`config.mk`:
```
export PLATFORM = sky130hd
export DESIGN_NAME = stb_drain_ctl_flat
export DESIGN_NICKNAME = d
export VERILOG_FILES = /design/src/rtl/stb_drain_ctl_pkg.sv /design/src/rtl/stb_drain_ctl_if.sv /design/src/rtl/stb_rr_arb8.sv /design/src/rtl/stb_drain_ctl.sv /design/src/flat_wrapper.sv
export SDC_FILE = /design/constraint.sdc
export NUM_CORES = 1
export LEC_CHECK = 0
export ABC_CLOCK_PERIOD_IN_PS = 5300
export BUFFER_PORTS_ARGS = -buffer_cell sky130_fd_sc_hd__buf_2
export CORE_MARGIN = 5
export CORE_UTILIZATION = 45
export CTS_CLUSTER_DIAMETER = 50
export DETAILED_ROUTE_END_ITERATION = 10
export MAX_ROUTING_LAYER = met4
export SLEW_MARGIN = 15
export SYNTH_ARGS = -nofsm -noshare
export SYNTH_HDL_FRONTEND = slang
export SYNTH_HIERARCHICAL = 1
export SYNTH_SLANG_ARGS = --single-unit
```
`constraint.sdc`:
```
create_clock -name l2clk -period 5.3 [get_ports l2clk]
set_input_delay 0.265 -clock l2clk [delete_from_list [all_inputs] [get_ports l2clk]]
set_output_delay 0.265 -clock l2clk [all_outputs]
set_load 0.005 [all_outputs]
```
`src/rtl/stb_drain_ctl_pkg.sv`:
```
// stb_drain_ctl_pkg: shared sizes, types and drain FSM encoding for the store-buffer drain controller
package stb_drain_ctl_pkg;
    localparam int STB_THREADS = 8;
    localparam int STB_DEPTH   = 8;
    localparam int PTR_W       = $clog2(STB_DEPTH);
    localparam int TID_W       = $clog2(STB_THREADS);
    localparam int CNT_W       = PTR_W + 1;

    typedef logic [PTR_W-1:0] ptr_t;
    typedef logic [TID_W-1:0] tid_t;
    typedef logic [CNT_W-1:0] cnt_t;

    typedef enum logic [1:0] {DRN_IDLE, DRN_RD, DRN_WAIT} drain_state_e;

    function automatic logic [STB_DEPTH-1:0] ptr_onehot(ptr_t p);
        return {{(STB_DEPTH-1){1'b0}}, 1'b1} << p;
    endfunction
endpackage

```
`src/rtl/stb_drain_ctl_if.sv`:
```
// stb_drain_ctl_if: store allocate, drain handshake and CAM RW port bundle of the drain controller
interface stb_drain_ctl_if;
    import stb_drain_ctl_pkg::*;

    logic                   st_vld;
    tid_t                   st_tid;
    logic [STB_THREADS-1:0] flush;
    logic [STB_THREADS-1:0] drain_en;
    logic                   pcx_rdy;
    logic                   drain_ack;
    tid_t                   cam_tid;
    ptr_t                   stb_cam_rw_ptr;
    tid_t                   stb_cam_rw_tid;
    logic                   stb_cam_wptr_vld;
    logic                   stb_cam_rptr_vld;
    logic [STB_DEPTH-1:0]   stb_cam_line_en;
    logic [STB_THREADS-1:0] st_full;
    logic [STB_THREADS-1:0] stb_empty;
    logic                   drain_vld;
    tid_t                   drain_tid;
    ptr_t                   drain_ptr;

    modport master (
        output st_vld, st_tid, flush, drain_en, pcx_rdy, drain_ack, cam_tid,
        input  stb_cam_rw_ptr, stb_cam_rw_tid, stb_cam_wptr_vld, stb_cam_rptr_vld,
               stb_cam_line_en, st_full, stb_empty, drain_vld, drain_tid, drain_ptr
    );

    modport slave (
        input  st_vld, st_tid, flush, drain_en, pcx_rdy, drain_ack, cam_tid,
        output stb_cam_rw_ptr, stb_cam_rw_tid, stb_cam_wptr_vld, stb_cam_rptr_vld,
               stb_cam_line_en, st_full, stb_empty, drain_vld, drain_tid, drain_ptr
    );
endinterface

```
`src/rtl/stb_rr_arb8.sv`:
```
// stb_rr_arb8: 8-way round-robin arbiter, first requester at or after base wins
module stb_rr_arb8
    import stb_drain_ctl_pkg::*;
(
    input  logic [STB_THREADS-1:0] req,
    input  tid_t                   base,
    output logic                   gnt_vld,
    output tid_t                   gnt_tid
);
    // Scan from the farthest offset down so the nearest requester is written last
    always_comb begin
        gnt_vld = |req;
        gnt_tid = base;
        for (int i = STB_THREADS - 1; i >= 0; i--)
            if (req[base + tid_t'(i)]) gnt_tid = base + tid_t'(i);
    end
endmodule

```
`src/rtl/stb_drain_ctl.sv`:
```
// stb_drain_ctl: per-thread store-buffer pointer tracking and round-robin drain through a shared CAM RW port
module stb_drain_ctl
    import stb_drain_ctl_pkg::*;
(
    input logic            l2clk,
    input logic            reset,
    stb_drain_ctl_if.slave bus
);
    ptr_t                   wptr  [STB_THREADS];
    ptr_t                   rptr  [STB_THREADS];
    cnt_t                   cnt   [STB_THREADS];
    logic [STB_DEPTH-1:0]   valid [STB_THREADS];
    logic [STB_DEPTH-1:0]   set_m [STB_THREADS];
    logic [STB_DEPTH-1:0]   clr_m [STB_THREADS];
    logic [STB_THREADS-1:0] full, empty, elig, wr, rt;
    tid_t                   rr_ptr, d_tid, gnt_tid;
    ptr_t                   d_ptr;
    drain_state_e           state_q, state_d;
    logic                   st_acc, gnt_vld, launch, retire;

    always_comb begin
        for (int t = 0; t < STB_THREADS; t++) begin
            full[t]  = cnt[t] == cnt_t'(STB_DEPTH);
            empty[t] = cnt[t] == '0;
            elig[t]  = !empty[t] && bus.drain_en[t] && !bus.flush[t];
        end
    end

    // A store owns the RW port whenever it is accepted; reset blocks it outright
    assign st_acc = !reset && bus.st_vld && !full[bus.st_tid] && !bus.flush[bus.st_tid];

    stb_rr_arb8 u_arb (
        .req     (elig),
        .base    (rr_ptr),
        .gnt_vld (gnt_vld),
        .gnt_tid (gnt_tid)
    );

    always_comb begin
        state_d       = state_q;
        launch        = 1'b0;
        retire        = 1'b0;
        bus.drain_vld = 1'b0;
        case (state_q)
            DRN_IDLE: begin
                launch  = !st_acc && bus.pcx_rdy && gnt_vld;
                state_d = launch ? DRN_RD : DRN_IDLE;
            end
            DRN_RD: begin
                bus.drain_vld = !bus.flush[d_tid];
                state_d       = bus.flush[d_tid] ? DRN_IDLE : DRN_WAIT;
            end
            DRN_WAIT: begin
                retire  = bus.drain_ack && !bus.flush[d_tid];
                state_d = (bus.flush[d_tid] || bus.drain_ack) ? DRN_IDLE : DRN_WAIT;
            end
            default: state_d = DRN_IDLE;
        endcase
    end

    assign bus.stb_cam_wptr_vld = st_acc;
    assign bus.stb_cam_rptr_vld = launch;
    assign bus.stb_cam_rw_tid   = st_acc ? bus.st_tid : gnt_tid;
    assign bus.stb_cam_rw_ptr   = st_acc ? wptr[bus.st_tid] : rptr[gnt_tid];
    assign bus.stb_cam_line_en  = valid[bus.cam_tid];
    assign bus.st_full          = full;
    assign bus.stb_empty        = empty;
    assign bus.drain_tid        = d_tid;
    assign bus.drain_ptr        = d_ptr;

    always_comb begin
        for (int t = 0; t < STB_THREADS; t++) begin
            wr[t]    = st_acc && bus.st_tid == tid_t'(t);
            rt[t]    = retire && d_tid == tid_t'(t);
            set_m[t] = wr[t] ? ptr_onehot(wptr[t]) : '0;
            clr_m[t] = rt[t] ? ptr_onehot(d_ptr) : '0;
        end
    end

    always_ff @(posedge l2clk or posedge reset) begin
        if (reset) begin
            state_q <= DRN_IDLE;
            d_tid   <= '0;
            d_ptr   <= '0;
            rr_ptr  <= '0;
        end else begin
            state_q <= state_d;
            if (launch) begin
                d_tid <= gnt_tid;
                d_ptr <= rptr[gnt_tid];
            end
            if (retire) rr_ptr <= d_tid + tid_t'(1);
        end
    end

    // Flush wins over a same-cycle store or retire on that thread
    always_ff @(posedge l2clk or posedge reset) begin
        if (reset) begin
            for (int t = 0; t < STB_THREADS; t++) begin
                wptr[t]  <= '0;
                rptr[t]  <= '0;
                cnt[t]   <= '0;
                valid[t] <= '0;
            end
        end else begin
            for (int t = 0; t < STB_THREADS; t++) begin
                if (bus.flush[t]) begin
                    wptr[t]  <= '0;
                    rptr[t]  <= '0;
                    cnt[t]   <= '0;
                    valid[t] <= '0;
                end else begin
                    if (wr[t]) wptr[t] <= wptr[t] + ptr_t'(1);
                    if (rt[t]) rptr[t] <= rptr[t] + ptr_t'(1);
                    cnt[t]   <= cnt[t] + cnt_t'(wr[t]) - cnt_t'(rt[t]);
                    valid[t] <= (valid[t] & ~clr_m[t]) | set_m[t];
                end
            end
        end
    end
endmodule

```
`src/flat_wrapper.sv`:
```
// flat-port wrapper written by rule: the top's interface ports become plain ports
module stb_drain_ctl_flat import stb_drain_ctl_pkg::*;
  (l2clk, reset, bus_st_vld, bus_st_tid, bus_flush, bus_drain_en, bus_pcx_rdy, bus_drain_ack, bus_cam_tid, bus_stb_cam_rw_ptr, bus_stb_cam_rw_tid, bus_stb_cam_wptr_vld, bus_stb_cam_rptr_vld, bus_stb_cam_line_en, bus_st_full, bus_stb_empty, bus_drain_vld, bus_drain_tid, bus_drain_ptr);
  stb_drain_ctl_if bus_i ();
  input logic l2clk;
  input logic reset;
  input wire logic [$bits(bus_i.st_vld)-1:0] bus_st_vld;
  input wire logic [$bits(bus_i.st_tid)-1:0] bus_st_tid;
  input wire logic [$bits(bus_i.flush)-1:0] bus_flush;
  input wire logic [$bits(bus_i.drain_en)-1:0] bus_drain_en;
  input wire logic [$bits(bus_i.pcx_rdy)-1:0] bus_pcx_rdy;
  input wire logic [$bits(bus_i.drain_ack)-1:0] bus_drain_ack;
  input wire logic [$bits(bus_i.cam_tid)-1:0] bus_cam_tid;
  output wire logic [$bits(bus_i.stb_cam_rw_ptr)-1:0] bus_stb_cam_rw_ptr;
  output wire logic [$bits(bus_i.stb_cam_rw_tid)-1:0] bus_stb_cam_rw_tid;
  output wire logic [$bits(bus_i.stb_cam_wptr_vld)-1:0] bus_stb_cam_wptr_vld;
  output wire logic [$bits(bus_i.stb_cam_rptr_vld)-1:0] bus_stb_cam_rptr_vld;
  output wire logic [$bits(bus_i.stb_cam_line_en)-1:0] bus_stb_cam_line_en;
  output wire logic [$bits(bus_i.st_full)-1:0] bus_st_full;
  output wire logic [$bits(bus_i.stb_empty)-1:0] bus_stb_empty;
  output wire logic [$bits(bus_i.drain_vld)-1:0] bus_drain_vld;
  output wire logic [$bits(bus_i.drain_tid)-1:0] bus_drain_tid;
  output wire logic [$bits(bus_i.drain_ptr)-1:0] bus_drain_ptr;
  assign bus_i.st_vld = bus_st_vld;
  assign bus_i.st_tid = bus_st_tid;
  assign bus_i.flush = bus_flush;
  assign bus_i.drain_en = bus_drain_en;
  assign bus_i.pcx_rdy = bus_pcx_rdy;
  assign bus_i.drain_ack = bus_drain_ack;
  assign bus_i.cam_tid = bus_cam_tid;
  assign bus_stb_cam_rw_ptr = bus_i.stb_cam_rw_ptr;
  assign bus_stb_cam_rw_tid = bus_i.stb_cam_rw_tid;
  assign bus_stb_cam_wptr_vld = bus_i.stb_cam_wptr_vld;
  assign bus_stb_cam_rptr_vld = bus_i.stb_cam_rptr_vld;
  assign bus_stb_cam_line_en = bus_i.stb_cam_line_en;
  assign bus_st_full = bus_i.st_full;
  assign bus_stb_empty = bus_i.stb_empty;
  assign bus_drain_vld = bus_i.drain_vld;
  assign bus_drain_tid = bus_i.drain_tid;
  assign bus_drain_ptr = bus_i.drain_ptr;
  stb_drain_ctl u_core (.l2clk(l2clk), .reset(reset), .bus(bus_i));
endmodule
```
After elaboration in Yosys (flattened, before gate mapping):

Cells that the tools add are included.

* output and inout port bits: 39
* word-level logic and storage cells: 349
* RAM bits: 0
* memories: 0
* latch bits: 0
* bits of input ports: 27
* memory bits (read-only): 0
* register bits: 155

* bitwise operators: 27
* div/mod/pow operators: 0
* add/sub/neg operators: 40
* shift operators: 9
* multiplexer cells: 112
* $mul: 0
* reductions and logical operators: 88
* eq/ne operators: 24
* order comparisons: 13

Operators by type and width (count)
* 2-to-1 mux 8 bit: 26
* 2-to-1 mux 3 bit: 46
* left shift 1 x 3 -> 8 bit, first input constant: 9
* bitwise AND 8 bit: 8
* NOT 8 bit: 8
* bitwise OR 8 bit: 8
* adder 3 x 1 -> 3 bit, second input constant: 18
* less-than comparator 3 x 4 -> 1 bit, second input constant: 10
* logical AND 1 bit: 38
* binary-select mux 1 bit (select 3 bit): 11
* adder 4 x 1 -> 4 bit: 8
* equality test 4 bit, second input constant: 8
* logical NOT 4 bit: 8
* 2-to-1 mux 4 bit: 8
* nonzero test 2 bit: 16
* subtractor 4 x 1 -> 4 bit: 8
* binary-select mux 8 bit (select 3 bit): 1
* equality test 3 bit, second input constant: 8
* logical NOT 1 bit: 21
* binary-select mux 3 bit (select 3 bit): 2
* 2-to-1 mux 1 bit: 15
* adder 3 bit, second input constant: 4
* equality test 3 x 2 -> 1 bit, second input constant: 4
* greater-or-equal comparator 4 bit, second input constant: 3
* other kinds (11): 17

Logic depth before layout (Yosys ltp):

Gate-level depths: netlist (run 1).

* depth after elaboration: 19
* depth in mapped cells: 18
* gate-level depth less buffers: 17

Hierarchy:

Netlist (run 1), hierarchy kept.

Modules (own cells, without submodules)
* stb_drain_ctl: times used 1, cells an instance 934, area an instance 9673.0 um2
* stb_rr_arb8: times used 1, cells an instance 94, area an instance 874.6 um2

Least setup slack after synthesis (run 1):

OpenSTA, ideal clock, no wires.

* path kind: input port to flip-flop
* start: input port reset
* end: register u_core/cnt[30] (netlist name)
* library setup time: 0.132 ns
* buffers on the path: 0
* slack: -0.421 ns
* stages: 10
* arrival time: 5.590 ns
* cells stage by stage: inv_1 -> nand2_1 -> a211oi_4 -> nand2_2 -> ha_1 -> inv_1 -> ha_1 -> fa_1 -> xnor2_1 -> nor2_1

* word-level cells in the longest chain between the ends: 8

Ends and longest elaborated chain
* from (decl): line flat_wrapper.sv:6 `input logic reset;`
* logical NOT 1 bit: line stb_drain_ctl.sv:30 `assign st_acc = !reset && bus.st_vld && !full[bus.st_tid] && !bus.flush[bus.st_tid];`
* logical AND 1 bit (3 in series): line stb_drain_ctl.sv:30
* logical AND 1 bit: line stb_drain_ctl.sv:73 `wr[t] = st_acc && bus.st_tid == tid_t'(t);`
* adder 4 x 1 -> 4 bit: line stb_drain_ctl.sv:115 `cnt[t] <= cnt[t] + cnt_t'(wr[t]) - cnt_t'(rt[t]);`
* subtractor 4 x 1 -> 4 bit: line stb_drain_ctl.sv:115
* 2-to-1 mux 4 bit: line stb_drain_ctl.sv:107 `if (bus.flush[t]) begin`
* to (signal, indexed assignment): line stb_drain_ctl.sv:115
* to (decl): line stb_drain_ctl.sv:11 `cnt_t cnt [STB_THREADS];`

Every way passes these cells.
A chain may end at the register's enable or synchronous reset.

Worst setup path after layout (run 1):

* start: register u_core/cnt[26] (netlist name)
* end: output port bus_stb_cam_rw_ptr[0]

* word-level cells in the longest chain between the ends: 19

Ends and longest elaborated chain
* logical NOT 4 bit (*): line stb_drain_ctl.sv:24 `empty[t] = cnt[t] == '0;`
* logical NOT 1 bit (*): line stb_drain_ctl.sv:25 `elig[t] = !empty[t] && bus.drain_en[t] && !bus.flush[t];`
* logical AND 1 bit (*) (2 in series): line stb_drain_ctl.sv:25
* net u_core.elig[1]: line stb_drain_ctl.sv:15 `logic [STB_THREADS-1:0] full, empty, elig, wr, rt;`
* binary-select mux 1 bit (select 3 bit): line stb_rr_arb8.sv:15 `if (req[base + tid_t'(i)]) gnt_tid = base + tid_t'(i);`
* 2-to-1 mux 1 bit (implied by the code): line stb_rr_arb8.sv:15
* 2-to-1 mux 3 bit (7 in series): line stb_rr_arb8.sv:15
* 2-to-1 mux 3 bit (*): line stb_rr_arb8.sv:15
* net u_core.gnt_tid[1]: line stb_drain_ctl.sv:16 `tid_t rr_ptr, d_tid, gnt_tid;`
* NOT 3 -> 4 bit (implied by the code) (*): line stb_drain_ctl.sv:64 `assign bus.stb_cam_rw_ptr = st_acc ? wptr[bus.st_tid] : rptr[gnt_tid];`
* binary-select mux 3 bit (select 3 bit) (*): line stb_drain_ctl.sv:64
* 2-to-1 mux 3 bit (implied by the code) (*) (2 in series): line stb_drain_ctl.sv:64
* 2-to-1 mux 3 bit (*): line stb_drain_ctl.sv:64
* to (decl): line flat_wrapper.sv:14 `output wire logic [$bits(bus_i.stb_cam_rw_ptr)-1:0] bus_stb_cam_rw_ptr;`

The timed path passes the listed nets; every way through them passes the cells marked *. The select of a mux whose other input is x is not followed.

==> results of run 1 <==
==> final cells by class <==
type / count / area, um^2
Sequential cell: 155 / 3880
Inverter: 91 / 345
Clock inverter: 14 / 156
Multi-Input combinational cell: 733 / 6140
Clock buffer: 18 / 439
Tap cell: 319 / 399
Fill cell: 2146 / 11500
Timing Repair Buffer: 79 / 453
==> worst max path at each step <==
stage                               endpoint
finish                 bus_stb_cam_rw_ptr[0]
global route           bus_stb_cam_rw_ptr[0]
CTS                    bus_stb_cam_rw_ptr[0]
detailed placement     bus_stb_cam_rw_ptr[0]
global placement       bus_stb_cam_rw_ptr[2]
floorplan           u_core/cnt[29]$_DFF_PP0_
==> cell families (layout without fill, tap and decap cells) <==
| logic type | Yosys count | in the layout |
|---|---|---|
| buffers and inverters | 140 | 202 |
| and+or+nand+nor | 290 | 290 |
| muxes | 89 | 89 |
| adders and majority gates | 120 | 120 |
| DFF | 155 | 155 |
| AOI/OAI and AO/OA | 193 | 193 |
| xor gates and xnor gates | 41 | 41 |
==> metrics by stage <==
| stage | cells | hold slack [ns] | total power (uW) |
|---|---|---|---|
| 4_1_cts | 1407 | 0.110 | 3260 |
| 3_3_place_gp | 1375 | 0.525 | 2010 |
| 2_1_floorplan | 1028 | 0.444 | 1830 |
| 3_5_place_dp | 1375 | 0.529 | 2010 |
| 6_report | 1409 | 0.128 | 3250 |
| 5_1_grt | 1409 | 0.122 | 3390 |
==> flip-flops by register name, indices dropped and copies added, names as in the netlist <==
signal	cells
u_core/bus.drain_ptr	3
u_core/bus.drain_tid	3
u_core/cnt	32
u_core/rptr	24
u_core/rr_ptr	3
u_core/state_q	2
u_core/valid	64
u_core/wptr	24
==> synth_stat cells, drive strengths merged (5+ instances only) <==
master / instances
a211oi: 12
a21o: 11
a21oi: 46
buf: 21
clkbuf: 28
dfrtp: 155
fa: 8
ha: 112
inv: 91
mux2: 29
mux2i: 20
mux4: 40
nand2: 80
nand2b: 11
nand3: 43
nand4: 6
nor2: 64
nor2b: 38
nor3: 5
nor3b: 27
o21ai: 92
o31ai: 6
xnor2: 30
xor2: 11
==> power by group through the flow <==
stage                     combinational [uW]  clock [uW]  sequential [uW]
after CTS                                712        1270             1280
final                                    724        1240             1280
after floorplan                          560           0             1270
after global placement                   706           0             1300
after detailed placement                 708           0             1300
after global routing                     784        1320             1290
==> worst min-delay path: stages <==
cell,delay (ns)
buf_2,0.09
or3b_2,0.10
a21oi_1,0.06
==> layout by cell type (no fill, tap or decap), drive strengths merged, types with 38 or more instances in the layout <==
cell type / synthesis / final
nor2b: 38 / 38
a21oi: 46 / 46
nand3: 43 / 43
inv: 91 / 95
o21ai: 92 / 92
ha: 112 / 112
buf: 21 / 78
dfrtp: 155 / 155
mux4: 40 / 40
nand2: 80 / 80
nor2: 64 / 64
==> layer usage <==
layer / wire (um) / track usage [%] / part of all wire, %
met1: 12900 / 29.8 / 46
met4: 515 / 6.40 / 1.8
met2: 13100 / 35.1 / 47
met5: 0 / - / 0
met3: 1460 / 4.69 / 5.2
==> timing repair <==
item / in CTS / in global routing
endpoints found under the setup margin: 0 / 3
endpoints found under the hold margin: 0 / 18
hold buffers: 0 / 1
gates resized for setup: 0 / 3
==> metrics.csv, run 1 <==
metric,value,unit
crit path time final,4.95,ns
Avg Inst Size Synth,10.3,um^2
complex-gate fraction of the synthesized area,11.1,%
Crit path depth,15,
Post-CTS Setup Bufs,0,
clk root buf,clkbuf_16,
Die Y-Extent,163,um
Fin Setup TNS,0,ns
WL/cell,19.9,um
final wirelength,28000,um
Setup Crit Path Kind,flip-flop to primary output,
R2R Setup Slk,1.03,ns
Pleak,0.00539,uW
CP Cell Sequence,inv_1 -> ha_1 -> nor3b_1 -> nor3b_1 -> mux4_2 -> mux2i_1 -> and2b_1 -> nand2_1 -> o21ai_0 -> a221oi_2 -> mux4_2 -> mux2_2 -> nor2_1 -> a21oi_1 -> buf_2,
Clock Skew,0.0108,ns
Final Max Tran Viols,0,
worst-path maximum fanout,8,
Ant. Diodes,0,
"Async S/R FF share, synth",100,%
CTS max path bufs,2,
share of layout cells above drive strength 1,18.8,%
largest family of logic cells by synthesized area,adder cells,
first-pass GRT wire length,44300,um
DRT Pass-1 Iters,7,
Max-slew headroom,31.6,%
switching portion of total power,31.8,%
"Area growth, synth to finish",12.0,%
FMAX,0.202,GHz
Util after Layout,50.8,%
R2R cell count,13,
final hold violations,0,
outcome,completed,
Syn Nets,1175,
gp weighted congestion,0.871,
# clock sinks,155,
DP Wirelength,20500,um
post-synthesis adder-cell area fraction,14.8,%
largest net degree at the start of global routing,79,
CTS Buf Count,17,
total vias in the final route,7821,
crit end category,primary output,
YS warnings,6,
Placed Area,11200,um^2
CTS tree,built,
worst path bufs/invs,2,
WHS Endpoint,u_core/state_q[1]$_DFF_PP0_,
DIE AREA,26600,um^2
worst slew pin tran,1.03,ns
final setup vio count,0,
Internal,2210,uW
largest cells by area after synthesis,"dfrtp_1 (37%), ha_1 (13%), mux4_2 (8.1%)",
hold path start,bus_drain_ack,
Worst VDD drop,0.212,mV
number of synthesized flops with an enable pin,0,
ys flop type,dfrtp_1,
max_cap viols,0,
"CP delay by family, top",multiplexers,
Clk pwr share,38.3,%
clock-pin slew on the worst setup and hold paths,0.07,ns
post-place setup slack,0.621,ns
post-route setup slack,0.354,ns
hold path cells,3,
fin area,11800,um^2
io pins,66,
Comb pwr share,22.3,%
xor/xnor share of the synthesized area,3.48,%
number of global-route vias before repair,7856,
CP peak stage delay,0.73,ns
CORE AREA,23300,um^2
RSZ-0062 raised after global routing,false,
Port-buffer cells,65,
"Arr. time, crit path",4.68,ns
register area share after synthesis,36.8,%
grt ovf,0,
cell type with the highest aggregate area in the netlist,dfrtp_1,
HP Class,input pin to flip-flop,
Via density,5.55,
sw power,1030,uW
mux cell area share after synthesis,14.1,%
Post-Syn Instances,1028,
Die X,163,um
Nets,1224,
Post-Syn Area,10500,um^2
startpoint types,flip-flop,
capturing point of the worst reg2reg path,u_core/bus.drain_ptr[0]$_DFFE_PP0N_,
crit path max-delay cell type,nor3b_1,
final worst-path cycle share,93.3,%
Critical Path RT,5.04,ns
worst skew pair latency,0.44,ns
PD cells,275,nW/um^2
Cell Rows,56,
number of synthesized register bits,155,
sequential share of power,39.4,%
Initial Util,45.3,%
DRC,0,
Routed Antenna Nets,0,
H-tree Lvls,4,
total track usage,22.4,%
antenna violations before repair,0,
DR iter-0 viols,504,
RR Startpoint,u_core/cnt[26]$_DFF_PP0_,
Post-Synth Simple-Gate Area,14.5,%
crit path from,u_core/cnt[26]$_DFF_PP0_,
share of the synthesized area in the top cell type,36.8,%
synth unique cells,65,
(Power assumes the default switching activity.)
==> run 2: changes to the inputs <==
--- a/config.mk
+++ b/config.mk
@@ -12,8 +12,8 @@
 export CTS_CLUSTER_DIAMETER = 50
 export DETAILED_ROUTE_END_ITERATION = 10
 export MAX_ROUTING_LAYER = met4
+export PLACE_DENSITY_LB_ADDON = 0.05
 export SLEW_MARGIN = 15
 export SYNTH_ARGS = -nofsm -noshare
 export SYNTH_HDL_FRONTEND = slang
-export SYNTH_HIERARCHICAL = 1
 export SYNTH_SLANG_ARGS = --single-unit
==> run 2 against run 1 <==
Effect of this change: hold slack lost 0.072 ns; critical endpoint is now bus_stb_cam_rw_ptr[2]; critical path depth fell by 3; synthesized cell count grew 13%; core utilization shrank 0.63 points; global-route usage is 1.8 points higher; area after synthesis rose by 3.8%.
==> metrics.csv, run 2 <==
metric,value,unit
outcome,completed,
Placed Area,11500,um^2
Worst VDD drop,0.239,mV
top flop regs,"u_core.valid: 64 flops, u_core.cnt: 32 flops",
Final Max Tran Viols,0,
"CP delay by family, top",compound AO/OA/AOI/OAI gates,
Die X,166,um
YS warnings,0,
CORE AREA,24100,um^2
DRC,0,
Nets,1348,
DRT Pass-1 Iters,7,
share of the synthesized area in the top cell type,35.4,%
Post-Syn Instances,1159,
Avg Inst Size Synth,9.45,um^2
sw power,1620,uW
most frequent cells in the layout,"dfrtp_1 (155), nand2_1 (141), ha_1 (112)",
Syn Nets,1306,
grt ovf,0,
switching portion of total power,40.0,%
Port-buffer cells,65,
H-tree Lvls,4,
Post-CTS Hold Fix Bufs,0,
"Async S/R FF share, synth",100,%
first-pass GRT wire length,51100,um
WL/cell,20.8,um
clk root buf,clkbuf_16,
hold_ws,0.0559,ns
Pleak,0.00527,uW
Max-slew headroom,24.5,%
Routed Antenna Nets,0,
CTS tree,built,
Internal,2430,uW
Die Y-Extent,166,um
ys flop type,dfrtp_1,
filler instances,2324,
crit path max-delay cell type,mux4_2,
antenna violations before repair,0,
Clk pwr share,30.4,%
total vias in the final route,8841,
PD cells,335,nW/um^2
max reg flops,64,
register area share after synthesis,35.4,%
CTS max path bufs,2,
register area,3880,um^2
most frequent CP cell,buf_4,
io pins,66,
DIE AREA,27600,um^2
RR Startpoint,u_core.cnt[6]$_DFF_PP0_,
fin area,12100,um^2
FMAX,0.219,GHz
"Area growth, synth to finish",10.4,%
total track usage,24.2,%
number of synthesized flops with an enable pin,0,
Comb pwr share,37.0,%
"most common cell after layout, fill and taps aside",dfrtp_1,
max_cap viols,0,
DR iter-0 viols,676,
worst skew pair latency,0.43,ns
placed insts,1506,
number of global-route vias before repair,8758,
RSZ-0062 raised after global routing,false,
Fin Setup TNS,0,ns
Initial Util,45.4,%
crit path time final,4.57,ns
multi-input logic area,6460,um^2
final hold violations,0,
crit path from,u_core.rr_ptr[0]$_DFFE_PP0P_,
"Most flops, register",u_core.valid,
HP Class,input pin to asynchronous set/reset pin,
Critical Path RT,5.04,ns
CTS resizes,0,
share of layout cells above drive strength 1,15.5,%
worst slew pin tran,1.13,ns
# clock sinks,155,
CTS Buf Count,17,
clock-pin slew on the worst setup and hold paths,0.07,ns
sequential share of power,32.6,%
largest cells by area after synthesis,"dfrtp_1 (35%), ha_1 (13%), mux4_2 (6.2%)",
most common library cells after synthesis,"dfrtp_1 (155), nand2_1 (141), ha_1 (112), a21oi_1 (111), inv_1 (91)",
final worst-path cycle share,86.2,%
startpoint types,flip-flop,
Post-Layout Cell Count,1538,
worst-path maximum fanout,49,
cell type with the highest aggregate area in the netlist,dfrtp_1,
Post-CTS Setup Bufs,0,
crit end category,primary output,
worst path bufs/invs,3,
synth unique cells,80,
CP peak stage delay,0.53,ns
CP Cell Sequence,buf_4 -> ha_1 -> xor2_1 -> buf_4 -> mux4_2 -> mux2i_1 -> o22a_1 -> nand2_2 -> a311o_2 -> o22ai_1 -> o41ai_1 -> buf_2,
largest net degree at the start of global routing,64,
Via density,5.75,
number of synthesized register bits,155,
Setup Crit Path Kind,flip-flop to primary output,
Clock Skew,0.0146,ns
Cell Rows,57,
final wirelength,32000,um
top-count cell post-synth,dfrtp_1,
Post-Syn Area,11000,um^2
gp weighted congestion,0.906,
"Arr. time, crit path",4.30,ns
DP Wirelength,23300,um
Ant. Diodes,0,
final setup vio count,0,
run 2: cell types whose count changed in the layout (fill, tap and decap cells not counted), sizes merged, moves of 9 or more:
cell / previous run / this run
a21oi: 46 / 111
nand2: 80 / 142
nor2: 64 / 85
nor2b: 38 / 17
mux2: 29 / 10
o21ai: 92 / 73
nor3: 5 / 21
nand3: 43 / 31
a211oi: 12 / 21
or3b: 2 / 11
run 2: cells by family (layout without fill, tap and decap cells):
family	count (synthesis)	in the layout	synth area share (%)
simple gates	354	354	15.8
compound gates	280	280	16.3
flops	155	155	35.4
buf+inv	149	204	5.60
fa+ha+maj	120	120	14.3
mux	58	58	9.18
xor+xnor	43	43	3.44
run 2: worst min-delay path: stages:
cell,delay (ns)
buf_2,0.11
clkinvlp_4,0.12
buf_4,0.43
run 2: final timing paths:
path / endpoint / slack [ns] / depth (start not counted)
worst max-delay path: bus_stb_cam_rw_ptr[2] / 0.73 / 12
worst min-delay path: u_core.wptr[12]$_DFFE_PP0P_ / 0.06 / 3
worst max register to register: u_core.cnt[17]$_DFF_PP0_ / 1.19 / 12
worst min register to register: u_core.valid[46]$_DFF_PP0_ / 0.54 / 2
max in group asynchronous: u_core.cnt[12]$_DFF_PP0_ / 3.24 / 5
min in group l2clk: u_core.state_q[1]$_DFF_PP0_ / 0.13 / 3
run 2: final cells by class:
cell class | count | share of cell area (%)
flip-flops and latches | 155 | 32.1
repair buffers | 75 | 3.31
inverters | 97 | 3.04
multi-input cells | 855 | 53.4
clock buffers | 19 | 3.66
well taps | 324 | 3.35
clock inverters | 13 | 1.10
run 2: power by group through the flow:
stage | Clock (uW) | Sequential (uW) | Combinational (uW)
4_1_cts | 1250 | 1320 | 1490
5_1_grt | 1300 | 1330 | 1630
6_report | 1230 | 1320 | 1500
3_3_place_gp | 0 | 1340 | 1500
3_5_place_dp | 0 | 1340 | 1490
2_1_floorplan | 0 | 1290 | 1070
run 2: layer usage:
metal / share of wire, % / track usage [%] / vias to the layer above
li1: - / - / 4168
met1: 46 / 32.6 / 4404
met2: 48 / 39.3 / 239
met3: 4.6 / 3.57 / 30
met4: 1.4 / 4.84 / 0
met5: 0 / - / -
run 2: through the flow:
step                power, uW  utilization, %  setup slack, ns
floorplan                2360               -             1.02
global placement         2840            47.8             1.15
detailed placement       2830            47.8             1.04
CTS                      4060            50.1            0.768
global route             4260            50.1            0.506
finish                   4050            50.1            0.732
